[src/rtl/decoder_fec_pkg.sv]
// Shared types and constants for the SECDED receive-side decoder.
package decoder_fec_pkg;

    localparam int FEC_DATA_WIDTH     = 32;
    localparam int CODEWORDS_PER_WORD = FEC_DATA_WIDTH / 8;

    typedef logic [7:0] fec_codeword_t;
    typedef logic [3:0] fec_nibble_t;

    typedef enum logic [2:0] {
        ST_IDLE,
        ST_REQ,
        ST_WAIT,
        ST_WAIT_EMPTY,
        ST_WRITE
    } dec_state_t;

    function automatic logic [2:0] countOnes4(input logic [3:0] v);
        return 3'(v[0]) + 3'(v[1]) + 3'(v[2]) + 3'(v[3]);
    endfunction

endpackage

[src/rtl/decoder_fec_hamming84_dec.sv]
// Combinational extended Hamming(8,4) decoder: bit 0 is overall parity, bits 1..7 are Hamming positions.
module hamming84_dec
    import decoder_fec_pkg::*;
(
    input  fec_codeword_t i_codeword,
    output fec_nibble_t   o_nibble,
    output logic          o_corrected,
    output logic          o_uncorrectable
);

    logic [2:0]    w_syn;
    logic          w_par;
    fec_codeword_t w_fixed;

    // A syndrome of zero with odd parity means the parity bit itself flipped, so bit 0 is the target.
    always_comb begin
        w_syn = {^{i_codeword[4], i_codeword[5], i_codeword[6], i_codeword[7]},
                 ^{i_codeword[2], i_codeword[3], i_codeword[6], i_codeword[7]},
                 ^{i_codeword[1], i_codeword[3], i_codeword[5], i_codeword[7]}};
        w_par   = ^i_codeword;
        w_fixed = i_codeword;
        if (w_par) begin
            w_fixed[w_syn] = ~i_codeword[w_syn];
        end
        o_nibble        = {w_fixed[7], w_fixed[6], w_fixed[5], w_fixed[3]};
        o_corrected     = w_par;
        o_uncorrectable = !w_par && (w_syn != 3'd0);
    end

endmodule

[src/rtl/decoder_fec.sv]
// SECDED receive decoder: reads two encoded words, decodes 8 codewords into one 32-bit message.
// Optional DECODER_FEC_DROP_UNCORR_EN discards messages containing any uncorrectable codeword.
module decoder_fec
    import decoder_fec_pkg::*;
#(
    parameter int DATA_WIDTH = 32,
    parameter int CNT_WIDTH  = 16
) (
    input  logic                  clk,
    input  logic                  rst_n,
    input  logic                  en,
    output logic                  in_rd_en,
    input  logic [DATA_WIDTH-1:0] in_rd_data,
    input  logic                  in_empty,
    input  logic                  in_rd_valid,
    output logic                  out_wr_en,
    output logic [DATA_WIDTH-1:0] out_wr_data,
    input  logic                  out_full,
    output logic [CNT_WIDTH-1:0]  corr_cnt,
    output logic [CNT_WIDTH-1:0]  uncorr_cnt,
    output logic                  busy
);

    localparam int HALF_WIDTH = DATA_WIDTH / 2;

    dec_state_t                    r_state;
    dec_state_t                    w_stateNext;
    logic                          r_highHalf;
    logic [HALF_WIDTH-1:0]         r_lowHalf;
    logic [DATA_WIDTH-1:0]         r_msg;
    logic [CNT_WIDTH-1:0]          r_corrCnt;
    logic [CNT_WIDTH-1:0]          r_uncorrCnt;
    logic [HALF_WIDTH-1:0]         w_half;
    logic [CODEWORDS_PER_WORD-1:0] w_corrVec;
    logic [CODEWORDS_PER_WORD-1:0] w_uncorrVec;
    logic [2:0]                    w_corrInc;
    logic [2:0]                    w_uncorrInc;
    logic [CNT_WIDTH:0]            w_corrSum;
    logic [CNT_WIDTH:0]            w_uncorrSum;
    logic                          w_beat;
    logic                          w_dropMsg;

    for (genvar k = 0; k < CODEWORDS_PER_WORD; k++) begin : g_dec
        hamming84_dec u_dec (
            .i_codeword      (in_rd_data[8*k +: 8]),
            .o_nibble        (w_half[4*k +: 4]),
            .o_corrected     (w_corrVec[k]),
            .o_uncorrectable (w_uncorrVec[k])
        );
    end

    assign w_beat      = (r_state == ST_WAIT) && in_rd_valid;
    assign w_corrInc   = countOnes4(w_corrVec);
    assign w_uncorrInc = countOnes4(w_uncorrVec);
    assign w_corrSum   = {1'b0, r_corrCnt} + {{(CNT_WIDTH-2){1'b0}}, w_corrInc};
    assign w_uncorrSum = {1'b0, r_uncorrCnt} + {{(CNT_WIDTH-2){1'b0}}, w_uncorrInc};

`ifdef DECODER_FEC_DROP_UNCORR_EN
    logic r_lowUncorr;
    assign w_dropMsg = r_lowUncorr || (|w_uncorrVec);

    always_ff @(posedge clk or negedge rst_n) begin
        if (!rst_n) begin
            r_lowUncorr <= 1'b0;
        end else if (w_beat && !r_highHalf) begin
            r_lowUncorr <= |w_uncorrVec;
        end
    end
`else
    assign w_dropMsg = 1'b0;
`endif

    always_comb begin
        w_stateNext = r_state;
        in_rd_en    = 1'b0;
        out_wr_en   = 1'b0;
        case (r_state)
            ST_IDLE: begin
                if (en && !in_empty) w_stateNext = ST_REQ;
            end
            ST_REQ: begin
                if (!in_empty) begin
                    in_rd_en    = 1'b1;
                    w_stateNext = ST_WAIT;
                end
            end
            ST_WAIT: begin
                if (in_rd_valid) begin
                    if (!r_highHalf)
                        w_stateNext = in_empty ? ST_WAIT_EMPTY : ST_REQ;
                    else if (w_dropMsg)
                        w_stateNext = (en && !in_empty) ? ST_REQ : ST_IDLE;
                    else
                        w_stateNext = ST_WRITE;
                end
            end
            ST_WAIT_EMPTY: begin
                if (!in_empty) w_stateNext = ST_REQ;
            end
            ST_WRITE: begin
                if (!out_full) begin
                    out_wr_en   = 1'b1;
                    w_stateNext = (en && !in_empty) ? ST_REQ : ST_IDLE;
                end
            end
            default: w_stateNext = ST_IDLE;
        endcase
    end

    // Counters saturate via the carry-out of a one-bit-wider sum.
    always_ff @(posedge clk or negedge rst_n) begin
        if (!rst_n) begin
            r_state     <= ST_IDLE;
            r_highHalf  <= 1'b0;
            r_lowHalf   <= '0;
            r_msg       <= '0;
            r_corrCnt   <= '0;
            r_uncorrCnt <= '0;
        end else begin
            r_state <= w_stateNext;
            if (w_beat) begin
                r_corrCnt   <= w_corrSum[CNT_WIDTH]   ? '1 : w_corrSum[CNT_WIDTH-1:0];
                r_uncorrCnt <= w_uncorrSum[CNT_WIDTH] ? '1 : w_uncorrSum[CNT_WIDTH-1:0];
                if (!r_highHalf) begin
                    r_lowHalf  <= w_half;
                    r_highHalf <= 1'b1;
                end else begin
                    r_highHalf <= 1'b0;
                    r_msg      <= {w_half, r_lowHalf};
                end
            end
        end
    end

    assign out_wr_data = r_msg;
    assign corr_cnt    = r_corrCnt;
    assign uncorr_cnt  = r_uncorrCnt;
    assign busy        = (r_state != ST_IDLE);

endmodule

[config.mk]
export PLATFORM = sky130hd
export DESIGN_NAME = decoder_fec
export DESIGN_NICKNAME = d
export VERILOG_FILES = /design/src/rtl/decoder_fec_pkg.sv /design/src/rtl/decoder_fec_hamming84_dec.sv /design/src/rtl/decoder_fec.sv
export SDC_FILE = /design/constraint.sdc
export NUM_CORES = 1
export LEC_CHECK = 0
export CAP_MARGIN = 20
export CORE_MARGIN = 2
export CORE_UTILIZATION = 47
export CTS_BUF_LIST = sky130_fd_sc_hd__clkbuf_4 sky130_fd_sc_hd__clkbuf_8 sky130_fd_sc_hd__clkbuf_16
export DETAILED_ROUTE_END_ITERATION = 6
export PLACE_DENSITY = 0.87
export SLEW_MARGIN = 15
export SYNTH_ARGS = -nofsm -noshare
export SYNTH_HDL_FRONTEND = slang
export SYNTH_SLANG_ARGS = --single-unit
[constraint.sdc]
create_clock -name clk -period 2.7 [get_ports clk]
set_input_delay 0.27 -clock clk [delete_from_list [all_inputs] [get_ports clk]]
set_output_delay 0.27 -clock clk [all_outputs]
set_load 0.01 [all_outputs]
; ---- After elaboration in Yosys (flattened, before gate mapping)
; Index checks and enable logic that the tools add are counted.
[totals]
ff_bits = 84
inputBits = 38
output_inout_bits = 67
[op_classes]
add_sub_neg = 8
magnitude_cmp = 8
eq_ne = 9
n_mux = 40
n_bitwise = 5
n_reduce_logical = 40
[ops]
columns = operator, count
row1 = XOR reduction 4 bit, 12
row2 = adder 16 x 3 -> 17 bit, 2
row3 = bitwise mux 8 bit, 4
row4 = 2-to-1 mux 16 bit, 2
row5 = 2-to-1 mux 8 bit, 4
row6 = XOR reduction 8 bit, 4
row7 = 2-to-1 mux 3 bit, 6
row8 = less-than comparator 3 x 4 -> 1 bit (second input constant), 4
row9 = case mux 3 bit (5 select lines), 1
row10 = nonzero test 3 bit, 5
row11 = 2-to-1 mux 1 bit, 14
row12 = binary-select mux 1 bit (select 3 bit), 4
row13 = demux 1 bit (select 3 bit), 4
row14 = >= comparator 3 x 1 -> 1 bit (second input constant), 4
row15 = logical AND 1 bit, 10
row16 = inequality test 2 bit (second input constant), 5
row17 = adder 2 x 1 -> 3 bit, 2
row18 = adder 3 x 1 -> 3 bit, 2
row19 = == test 3 x 2 -> 1 bit (second input constant), 2
row20 = logical NOT 1 bit, 5
row21 = NOT 1 bit, 5
row22 = AND reduction 5 bit, 1
row23 = adder 1 x 1 -> 2 bit, 2
row24 = AND reduction 2 bit, 2
row25 = other kinds (4), 4

; ---- Longest topological paths before layout
; Gate-level depths: netlist (run 1).
[logic_depth]
word_depth = 8
ltp_mapped = 14
ltp_nobuf = 13

; ---- Hierarchy
; A second synthesis (run 1) with hierarchy kept.
[unflattened]
hier_cells = 602
hier_area_um2 = 5974.5
[by_module_without_submodules]
columns = module, instances, cells_per_inst, area_per_inst_um2, seq_area_each_um2
row1 = decoder_fec, 1, 317, 3912.5, 2102.0
row2 = hamming84_dec (g_dec[1].u_dec ...), 2, 80, 533.0, 0.0
row3 = hamming84_dec (g_dec[0].u_dec), 1, 84, 623.1, 0.0
row4 = hamming84_dec (g_dec[3].u_dec), 1, 41, 372.9, 0.0

; ---- Worst setup path before layout (run 1)
; No wires, ideal clock.
[synth_timing]
path_type = input port to flip-flop
start = in in_rd_data[1]
end = reg r_uncorrCnt[14] (netlist: uncorr_cnt[14])
setup_time_ns = 0.128
arrival_ns = 3.271
required_ns = 2.572
slack_ns = -0.699
path_stages = 13
cell_sequence = clkbuf_1 xnor2_1 xnor2_1 o21ai_0 o21ai_0 fa_1 fa_1 inv_1 fa_1 and3_1 clkbuf_1 nand4_1 mux2_1
[synth_between]
elab_chain_len = 8
word_cells_on_any_way = 10
classes_between = add/sub: 4 / mux: 1 / reduce/logical: 5
[synth_rtl]
columns = element, line
row1 = from (decl), decoder_fec.sv:13  ; input logic [DATA_WIDTH-1:0] in_rd_data,
row2 = XOR reduction 4 bit / XOR reduction 8 bit (equally long branches), "decoder_fec_hamming84_dec.sv:19, decoder_fec_hamming84_dec.sv:20"
row3 = nonzero test 3 bit / logical NOT 1 bit (equally long branches), decoder_fec_hamming84_dec.sv:27  ; o_uncorrectable = !w_par && (w_syn != 3'd0);
row4 = logical AND 1 bit *, decoder_fec_hamming84_dec.sv:27
row5 = adder 1 x 1 -> 2 bit *, decoder_fec_pkg.sv:19  ; return 3'(v[0]) + 3'(v[1]) + 3'(v[2]) + 3'(v[3]);
row6 = adder 2 x 1 -> 3 bit *, decoder_fec_pkg.sv:19
row7 = adder 3 x 1 -> 3 bit *, decoder_fec_pkg.sv:19
row8 = adder 16 x 3 -> 17 bit *, decoder_fec.sv:56  ; assign w_uncorrSum = {1'b0, r_uncorrCnt} + {{(CNT_WIDTH-2){1'b0}}, w_uncorrInc};
row9 = 2-to-1 mux 16 bit *, decoder_fec.sv:123  ; r_uncorrCnt <= w_uncorrSum[CNT_WIDTH] ? '1 : w_uncorrSum[CNT_WIDTH-1:0];
row10 = to (signal assigned), decoder_fec.sv:123
row11 = to (decl), decoder_fec.sv:32  ; logic [CNT_WIDTH-1:0] r_uncorrCnt;
; Mark *: on every way between the ends. The rest lies on a longest branch, timed or not.
; A chain may end at the register's enable or synchronous reset.

; ---- Worst setup path after layout (run 1)
[layout_timing]
start = in in_rd_data[6]
end = reg r_uncorrCnt[14] (netlist: uncorr_cnt[14])
[layout_between]
elab_chain_len = 8
word_cells_on_any_way = 11
classes_between = add/sub: 4 / mux: 1 / reduce/logical: 6
[layout_rtl]
columns = element, line
row1 = "XOR reduction 4 bit, or another cell as far along", decoder_fec_hamming84_dec.sv:18  ; ^{i_codeword[2], i_codeword[3], i_codeword[6], i_codeword[7]},
row2 = nonzero test 3 bit / logical NOT 1 bit (equally long branches), decoder_fec_hamming84_dec.sv:27
row3 = logical AND 1 bit *, decoder_fec_hamming84_dec.sv:27
row4 = adder 1 x 1 -> 2 bit *, decoder_fec_pkg.sv:19
row5 = adder 2 x 1 -> 3 bit *, decoder_fec_pkg.sv:19
row6 = adder 3 x 1 -> 3 bit *, decoder_fec_pkg.sv:19
row7 = adder 16 x 3 -> 17 bit *, decoder_fec.sv:56
row8 = 2-to-1 mux 16 bit *, decoder_fec.sv:123
; Marks and branches as above.

==> run_results.csv, run 1 <==
group,metric,value,unit
sta,rsz0062_at_grt,"yes",
setup_path,critPathMaxStageDelay,500,ps
route,firstDrtPassIters,6,
layout,n_antenna_cell,0,
clocking,tritoncts,"done",
route,vias_per_cell,5.733,
yosys,synth_top_area_cell,"dfrtp_1",
grt,grt_pass1_vias,5426,
yosys,synth_area_leaders,"dfrtp_1, nand2_1, xnor2_1",
yosys,syn_area,5265,sq um
placed_design,placed_area,7315,sq um
placed_design,placed_cells,895,
yosys,avgSynthCellArea,9.046,sq um
yosys,async_flop_share,1.000,
grt,grt_max_degree,85,
yosys,synth_top_cell_area_share,0.3992,
grt,gr-total-overflow,0,
route,wire_per_inst,17.42,um
floorplan,die_y,109.8,um
clocking,clk_pin_slew,90,ps
setup_path,crit_path_end_kind,"flop",
yosys,synth-seq-cells,84,
job,max-cap-violations,0,
setup_path,rrSetupSlack,190,ps
floorplan,pin_count,105,
sta,finalSetupViolCount,22,
yosys,synth_edf_count,0,
sta,fin_crit_sh,1.054,
floorplan,dieArea,12060,sq um
worst_hold_path,holdCritPathClass,"in -> async",
yosys,synth_cell_type_count,59,
clocking,h-tree-depth,3,
layout,finalNonFillerCells,933,
setup_path,timing.critical_path.buf_inv,4,
floorplan,std_cell_rows,38,
setup_path,path_cells,"buf_6 -> buf_8 -> xor2_4 -> xnor2_4 -> buf_4 -> o21ai_4 -> fa_1 -> fa_2 -> inv_2 -> fa_2 -> and3_4 -> nand4_1 -> mux2_4",
setup_path,critical_path_peak_fanout,5,
layout,area_growth,53.45,%
route,routed_wl,16.25,mm
placed_design,gp_congestion,0.8800,
clocking,clock_sinks,84,
layout,layout_common_cells,"nand2_1, buf_4, dfrtp_1",
placed_design,port-buffer-count,104,
setup_path,cp_top_family,"adder cells",
sta,max_freq,0.3512,GHz
floorplan,die_x,109.8,um
yosys,syn-num-nets,628,
layout,fin_area,8079,sq um
setup_path,required,2960,ps
layout,drive_gt1_frac,0.3165,
pwr,powerDensity,739.0,nW/um^2
clocking,clock_path_buffers,2,
layout,nets,836,
grt,grt_first_pass_wirelength,25.67,mm
pwr,p_leak,3.670,nW
setup_path,ff2ff_path_depth,9,
sta,worst_slew_pin_slew,554.9,ps
setup_path,slowest_stage,"fa_1",
clocking,numCtsBuffers,9,
sta,slew_headroom,0.6300,
grt,track_usage,0.2741,
sta,finalHoldViolCount,0,
floorplan,core_area,10890,sq um
pwr,total_power,5.970,mW
layout,fill_cells,746,
layout,regArea,2102,sq um
setup_path,crit_path_start_kind,"primary input",
yosys,yosysSeqAreaShare,0.3992,
clocking,cts_root_buffer,"clkbuf_8",
pwr,vdd_drop_max,0.5512,mV
grt,antenna_found_initial,0,
status,violations,"negative setup slack",
setup_path,r2r-start,"corr_cnt[0]$_DFFE_PN0P_",
yosys,yosys_most_used_dff,"dfrtp_1",
route,drtIter0Drc,398,
sta,fin_crit,2847,ps
route,via_count,5349,
yosys,ys_warn_count,0,
clocking,clock_latency,360,ps
setup_path,critPathMostFrequentCell,"fa_2",
floorplan,start_util,0.4836,
sta,timing.final.ws_setup,-147.1,ps
sta,slew_violations,0,
setup_path,worst-path-stages,13,
layout,multiInputGateArea,3560,sq um
setup_path,worstPathArrival,3110,ps
status,status,"finished with violations",
setup_path,crit_type,"in -> reg",
placed_design,dp_hpwl,11.11,mm
setup_path,r2r_end,"corr_cnt[10]$_DFFE_PN0P_",
yosys,synth_cells,582,
sta,skew,13.36,ps
route,post-route-drc-count,0,
route,postRouteAntennaNets,0,
## per-stage QoR
stage	setup TNS (ps)	utilization	hold WS [ps]	setup slack, ps
6_report	-1714	0.7420	381.3	-147.1
5_1_grt	-3437	0.7420	405.6	-212.9
4_1_cts	-1434	0.7260	130.9	-125.6
3_5_place_dp	-29280	0.6718	459.2	-1047
3_3_place_gp	-25460	0.6718	449.7	-880.9
2_1_floorplan	-7521	-	-25.59	-371.3
## layout make-up
cell class                      count  area share
Clock buffer                       12     0.01967
Multi-Input combinational cell    455      0.4406
Timing Repair Buffer              225      0.2466
Sequential cell                    84      0.2602
Tap cell                          140     0.02168
Inverter                           15    0.006969
Clock inverter                      2    0.004336
## routing by layer
layer / share of wire / GRT usage / vias to the layer above
li1: - / - / 2476
met1: 0.39 / 0.3239 / 2637
met2: 0.53 / 0.4820 / 194
met3: 0.052 / 0.04979 / 42
met4: 0.030 / 0.1248 / 0
met5: 0 / 0 / -
## cells in the mapped netlist (3+ instances only)
cell type	count
nor2_1	32
or4_1	6
mux2_2	6
a21oi_1	26
a211oi_1	3
xnor2_2	3
and3_1	13
o22ai_1	5
and4bb_1	5
nand4_1	5
and4_1	7
nor2b_1	9
inv_1	15
o211ai_1	14
xnor2_1	36
o21ai_0	18
xor2_1	20
nand3_1	17
clkbuf_1	10
o31ai_1	19
nor3_1	14
dfrtp_1	84
mux2i_1	4
or2_2	3
or3_1	11
buf_2	14
and2_1	4
nor4_1	3
fa_1	6
nand2_1	116
o221ai_1	6
a31oi_1	9
## cell families (layout without fill, tap and decap cells)
family	Yosys count	count (layout)	synth area share
AOI/OAI and AO/OA	119	119	0.1590
xor gates and xnor gates	61	61	0.1086
adders and majority gates	8	8	0.02757
buffers and inverters	44	254	0.04111
DFF	84	84	0.3992
muxes	12	12	0.02471
and+or+nand+nor	254	255	0.2398
## what timing repair did
item,CTS,global route
gates cloned,1,0
setup buffers,21,2
setup endpoints to repair,32,30
hold endpoints to repair,0,32
hold buffers,0,1
resized for setup,127,39
pin swaps,40,24
## worst max path at each step
| stage | from | endpoint |
|---|---|---|
| 2_1_floorplan | in_rd_data[21] | corr_cnt[0]$_DFFE_PN0P_ |
| 3_3_place_gp | in_rd_data[18] | uncorr_cnt[14]$_DFFE_PN0P_ |
| 3_5_place_dp | in_rd_data[18] | corr_cnt[14]$_DFFE_PN0P_ |
| 4_1_cts | in_rd_data[6] | corr_cnt[10]$_DFFE_PN0P_ |
| 5_1_grt | in_rd_data[17] | uncorr_cnt[14]$_DFFE_PN0P_ |
| 6_report | in_rd_data[6] | uncorr_cnt[14]$_DFFE_PN0P_ |
## flip-flops by register name, indices dropped and copies added (netlist names)
name,cells
corr_cnt,16
out_wr_data,32
r_highHalf,1
r_lowHalf,16
r_state,3
uncorr_cnt,16
## power breakdown
group          internal (mW)  leakage, nW  switching [mW]
clock network          0.478        0.102           0.460
registers               1.68         1.07           0.384
logic                   1.58         2.50            1.39
total                   3.74         3.67            2.23
(Power assumes the default switching activity.)
==> run 2: changes to the inputs <==
--- a/config.mk
+++ b/config.mk
@@ -5,8 +5,8 @@
 export SDC_FILE = /design/constraint.sdc
 export NUM_CORES = 1
 export LEC_CHECK = 0
+export ABC_CLOCK_PERIOD_IN_PS = 2700
 export CAP_MARGIN = 20
-export CORE_MARGIN = 2
 export CORE_UTILIZATION = 47
 export CTS_BUF_LIST = sky130_fd_sc_hd__clkbuf_4 sky130_fd_sc_hd__clkbuf_8 sky130_fd_sc_hd__clkbuf_16
 export DETAILED_ROUTE_END_ITERATION = 6
==> run_results.csv, run 2 (synthesis results as in run 1) <==
group,metric,value,unit
status,status,"finished with violations",
status,violations,"negative hold slack, negative setup slack",
sta,fin_crit_sh,1.034,
grt,antenna_found_initial,0,
placed_design,dp_hpwl,11.15,mm
layout,finalNonFillerCells,941,
sta,max_freq,0.3583,GHz
route,post-route-drc-count,0,
sta,slew_headroom,0.4971,
setup_path,worstPathArrival,3080,ps
sta,finalSetupViolCount,18,
layout,layout_commonest_cell,"buf_4",
route,postRouteAntennaNets,0,
floorplan,std_cell_rows,38,
clocking,cts_hold_buf,0,
layout,drive_gt1_frac,0.3271,
placed_design,placed_cells,900,
setup_path,required,2980,ps
route,routed_wl,16.71,mm
sta,slew_violations,0,
setup_path,critPathMaxStageDelay,500,ps
sta,setup_tns,-882.6,ps
clocking,tritoncts,"done",
clocking,clock_path_buffers,2,
grt,gr-total-overflow,0,
layout,n_antenna_cell,0,
floorplan,core_area,10890,sq um
setup_path,crit_type,"in -> reg",
sta,timing.final.ws_setup,-91.24,ps
layout,largest_reg_flops,32,
sta,fin_crit,2791,ps
setup_path,path_cells,"buf_12 -> xnor2_4 -> xor2_2 -> and2_4 -> nor2_4 -> fa_1 -> fa_2 -> inv_2 -> fa_2 -> nand4_1 -> buf_4 -> or3_4 -> o21ai_2",
floorplan,die_y,107.8,um
grt,grt_pass1_vias,5395,
grt,grt_max_degree,85,
clocking,cts_root_buffer,"clkbuf_8",
grt,grt_first_pass_wirelength,25.83,mm
placed_design,port-buffer-count,104,
sta,worst_slew_pin_slew,754.3,ps
clocking,numCtsBuffers,9,
sta,finalHoldViolCount,84,
setup_path,critical_path_peak_fanout,7,
setup_path,ff2ff_path_depth,9,
route,via_count,5372,
route,drtIter0Drc,302,
floorplan,pin_count,105,
clocking,h-tree-depth,3,
layout,layout_common_cells,"buf_4, nand2_1, dfrtp_1",
job,max-cap-violations,0,
placed_design,gp_congestion,0.8614,
setup_path,crit_path_end_kind,"flop",
placed_design,dp_worst_setup_slack,-1011,ps
setup_path,crit_path_start_kind,"primary input",
floorplan,dieArea,11630,sq um
grt,track_usage,0.2847,
sta,skew,19.28,ps
clocking,clk_pin_slew,100,ps
setup_path,slowest_stage,"fa_1",
sta,rsz0062_at_grt,"yes",
floorplan,start_util,0.4836,
clocking,clock_latency,370,ps
sta,timing.hold.ws,-43.52,ps
pwr,powerDensity,753.6,nW/um^2
route,firstDrtPassIters,6,
floorplan,die_x,107.8,um
setup_path,critPathMostFrequentCell,"fa_2",
layout,nets,842,
pwr,p_leak,3.791,nW
layout,area_growth,57.08,%
pwr,vdd_drop_max,0.5198,mV
route,wire_per_inst,17.75,um
route,vias_per_cell,5.709,
worst_hold_path,holdCritPathClass,"in -> async",
clocking,clock_sinks,84,
run 2: path summary, 6_finish.rpt:
check	startpoint	to	slack (ps)
worst min register to register	r_lowHalf[14]$_DFFE_PN0P_	out_wr_data[14]$_DFFE_PN0P_	470
worst max-delay path	in_rd_data[21]	corr_cnt[2]$_DFFE_PN0P_	-90
worst min-delay path	rst_n	r_highHalf$_DFFE_PN0P_	-40
worst max register to register	corr_cnt[0]$_DFFE_PN0P_	corr_cnt[2]$_DFFE_PN0P_	160
max in group asynchronous	rst_n	out_wr_data[0]$_DFFE_PN0P_	2240
min in group clk	in_rd_data[21]	r_lowHalf[9]$_DFFE_PN0P_	440
run 2: layer usage:
metal / vias up / part of all wire / GRT usage
met5: - / 0 / 0
met4: 0 / 0.028 / 0.1057
met3: 39 / 0.053 / 0.03995
met2: 217 / 0.53 / 0.5147
met1: 2619 / 0.39 / 0.3414
li1: 2497 / - / -
run 2: critical path, delay by kind of cell:
family	cells	cell delay, ps
fa+ha+maj	3	1110
simple gates	4	760
xor+xnor	2	450
buf+inv	3	390
compound gates	1	100
run 2: power breakdown:
part	internal [mW]	switching, mW
clock	0.755	0.475
sequential	1.68	0.372
combinational	1.56	1.39
total	4.00	2.23
run 2: layout make-up:
| cell class | count | area, sq um |
|---|---|---|
| multi-input combinational | 455 | 3620 |
| fill | 680 | 2618 |
| sequential | 84 | 2102 |
| timing repair buffer | 231 | 2044 |
| tap | 140 | 175.2 |
| clock buffer | 12 | 152.6 |
| clock inverter | 4 | 120.1 |
| inverter | 15 | 56.30 |
run 2: metrics by stage:
step	total power, mW	instance area [sq um]	util
3_3_place_gp	4.558	7340	0.6741
2_1_floorplan	3.338	5575	-
3_5_place_dp	4.696	7340	0.6741
4_1_cts	6.057	7981	0.7331
5_1_grt	6.608	8270	0.7596
6_report	6.232	8270	0.7596
run 2: repair_timing:
item / CTS / global route
setup endpoints to repair: 32 / 31
resized for setup: 112 / 70
pin swaps: 38 / 30
cloned: 1 / 0
setup buffers: 20 / 9
==> run 3: changes to the inputs <==
--- a/config.mk
+++ b/config.mk
@@ -7,10 +7,11 @@
 export LEC_CHECK = 0
 export ABC_CLOCK_PERIOD_IN_PS = 2700
 export CAP_MARGIN = 20
-export CORE_UTILIZATION = 47
+export CORE_UTILIZATION = 40
 export CTS_BUF_LIST = sky130_fd_sc_hd__clkbuf_4 sky130_fd_sc_hd__clkbuf_8 sky130_fd_sc_hd__clkbuf_16
 export DETAILED_ROUTE_END_ITERATION = 6
-export PLACE_DENSITY = 0.87
+export GPL_ROUTABILITY_DRIVEN = 0
+export PLACE_DENSITY = 0.77
 export SLEW_MARGIN = 15
 export SYNTH_ARGS = -nofsm -noshare
 export SYNTH_HDL_FRONTEND = slang
==> run_results.csv, run 3 (synthesis results as in run 1) <==
group,metric,value,unit
route,post-route-drc-count,0,
layout,finalNonFillerCells,980,
layout,drive_gt1_frac,0.3552,
sta,finalHoldViolCount,28,
clocking,h-tree-depth,3,
job,max-cap-violations,0,
placed_design,port-buffer-count,104,
grt,track_usage,0.2425,
layout,largest_reg_flops,32,
placed_design,dp_hpwl,11.16,mm
clocking,clock_sinks,84,
grt,grt_first_pass_wirelength,25.68,mm
sta,timing.hold.ws,-9.952,ps
layout,nets,849,
grt,gr-total-overflow,0,
sta,finalSetupViolCount,29,
floorplan,std_cell_rows,41,
sta,fin_crit_sh,1.056,
clocking,tritoncts,"done",
setup_path,crit_type,"in -> reg",
route,postRouteAntennaNets,0,
layout,fill_cells,953,
layout,area_growth,62.29,%
placed_design,placed_cells,937,
setup_path,critical_path_peak_fanout,4,
sta,skew,11.91,ps
setup_path,required,2920,ps
layout,layout_common_cells,"buf_4, nand2_1, dfrtp_1",
floorplan,die_x,116.7,um
route,firstDrtPassIters,6,
route,wire_per_inst,16.84,um
sta,slew_headroom,0.5279,
floorplan,start_util,0.4138,
setup_path,crit_path_end_kind,"flop",
floorplan,die_y,116.7,um
route,drtIter0Drc,412,
route,vias_per_cell,5.516,
floorplan,core_area,12720,sq um
clocking,clock_path_buffers,2,
pwr,total_power,6.263,mW
grt,antenna_found_initial,0,
sta,fin_crit,2850,ps
pwr,powerDensity,733.0,nW/um^2
clocking,cts_hold_buf,0,
worst_hold_path,holdCritPathClass,"in -> async",
route,routed_wl,16.51,mm
pwr,vdd_drop_max,0.3848,mV
status,status,"finished with violations",
clocking,numCtsBuffers,9,
sta,max_freq,0.3509,GHz
setup_path,crit_path_start_kind,"primary input",
sta,slew_violations,0,
setup_path,worstPathArrival,3070,ps
clocking,clk_pin_slew,70,ps
floorplan,dieArea,13630,sq um
pwr,p_leak,3.831,nW
clocking,clock_latency,340,ps
clocking,cts_root_buffer,"clkbuf_16",
layout,n_antenna_cell,0,
grt,grt_max_degree,55,
sta,worst_slew_pin_slew,708.1,ps
sta,timing.final.ws_setup,-149.9,ps
status,violations,"negative hold slack, negative setup slack",
floorplan,pin_count,105,
layout,layout_commonest_cell,"buf_4",
route,via_count,5406,
sta,rsz0062_at_grt,"yes",
grt,grt_pass1_vias,5516,
[run 3: final timing paths]
check / slack, ps / endpoint / cells after the start / startpoint
setup / recovery: -150 / uncorr_cnt[14]$_DFFE_PN0P_ / 14 / in_rd_data[6]
hold / removal: -10 / uncorr_cnt[0]$_DFFE_PN0P_ / 1 / rst_n
setup reg to reg: 160 / uncorr_cnt[14]$_DFFE_PN0P_ / 8 / uncorr_cnt[0]$_DFFE_PN0P_
hold reg to reg: 470 / out_wr_data[14]$_DFFE_PN0P_ / 2 / r_lowHalf[14]$_DFFE_PN0P_
max in group asynchronous: 2010 / r_highHalf$_DFFE_PN0P_ / 2 / rst_n
min in group clk: 450 / r_lowHalf[9]$_DFFE_PN0P_ / 4 / in_rd_data[21]
[run 3: critical path, stage by stage]
cell and delay, ps:
buf_2 140, buf_6 130, xnor2_4 160, a21oi_2 150, a21oi_2 60, o21ai_2 140, o21ai_2 80, fa_1 530
fa_2 420, inv_2 80, fa_2 210, and3_4 230, nand4_1 130, mux2_4 320
[run 3: area by class of cell]
| class | count | area, sq um | area share |
|---|---|---|---|
| clock buffers | 9 | 225.2 | 0.02636 |
| clock inverters | 7 | 75.07 | 0.008786 |
| inverters | 15 | 56.30 | 0.006590 |
| multi-input cells | 455 | 3761 | 0.4402 |
| flip-flops and latches | 84 | 2102 | 0.2460 |
| well taps | 172 | 215.2 | 0.02519 |
| repair buffers | 238 | 2110 | 0.2469 |
[run 3: timing repair]
item                                    4_1_cts  5_1_grt
gates resized for setup                     136       75
pin swaps                                    45       39
buffers inserted                             20       10
cloned                                        1        0
endpoints found under the setup margin       32       31
[run 3: per-stage QoR]
step / util / instance area (sq um) / setup WS [ps] / TNS (ps) / hold WS, ps
after floorplan: - / 5575 / -371.3 / -7521 / -25.59
final: 0.6716 / 8544 / -149.9 / -2436 / -9.952
after global routing: 0.6716 / 8544 / -257.7 / -5619 / 47.43
after detailed placement: 0.5840 / 7430 / -996.7 / -28550 / 364.3
after global placement: 0.5840 / 7430 / -863.7 / -25010 / 347.5
after CTS: 0.6446 / 8200 / -167.0 / -1970 / 3.418
[run 3: per-layer routing]
metal	wire, um	global-route usage
met3	742	0.04307
met2	8665	0.4477
met1	6711	0.2777
met5	0	0
met4	387	0.09367
[run 3: where the power goes]
| group | switching (mW) | internal [mW] | total (mW) |
|---|---|---|---|
| registers | 0.389 | 1.69 | 2.07 |
| clock network | 0.521 | 0.721 | 1.24 |
| logic | 1.39 | 1.56 | 2.95 |
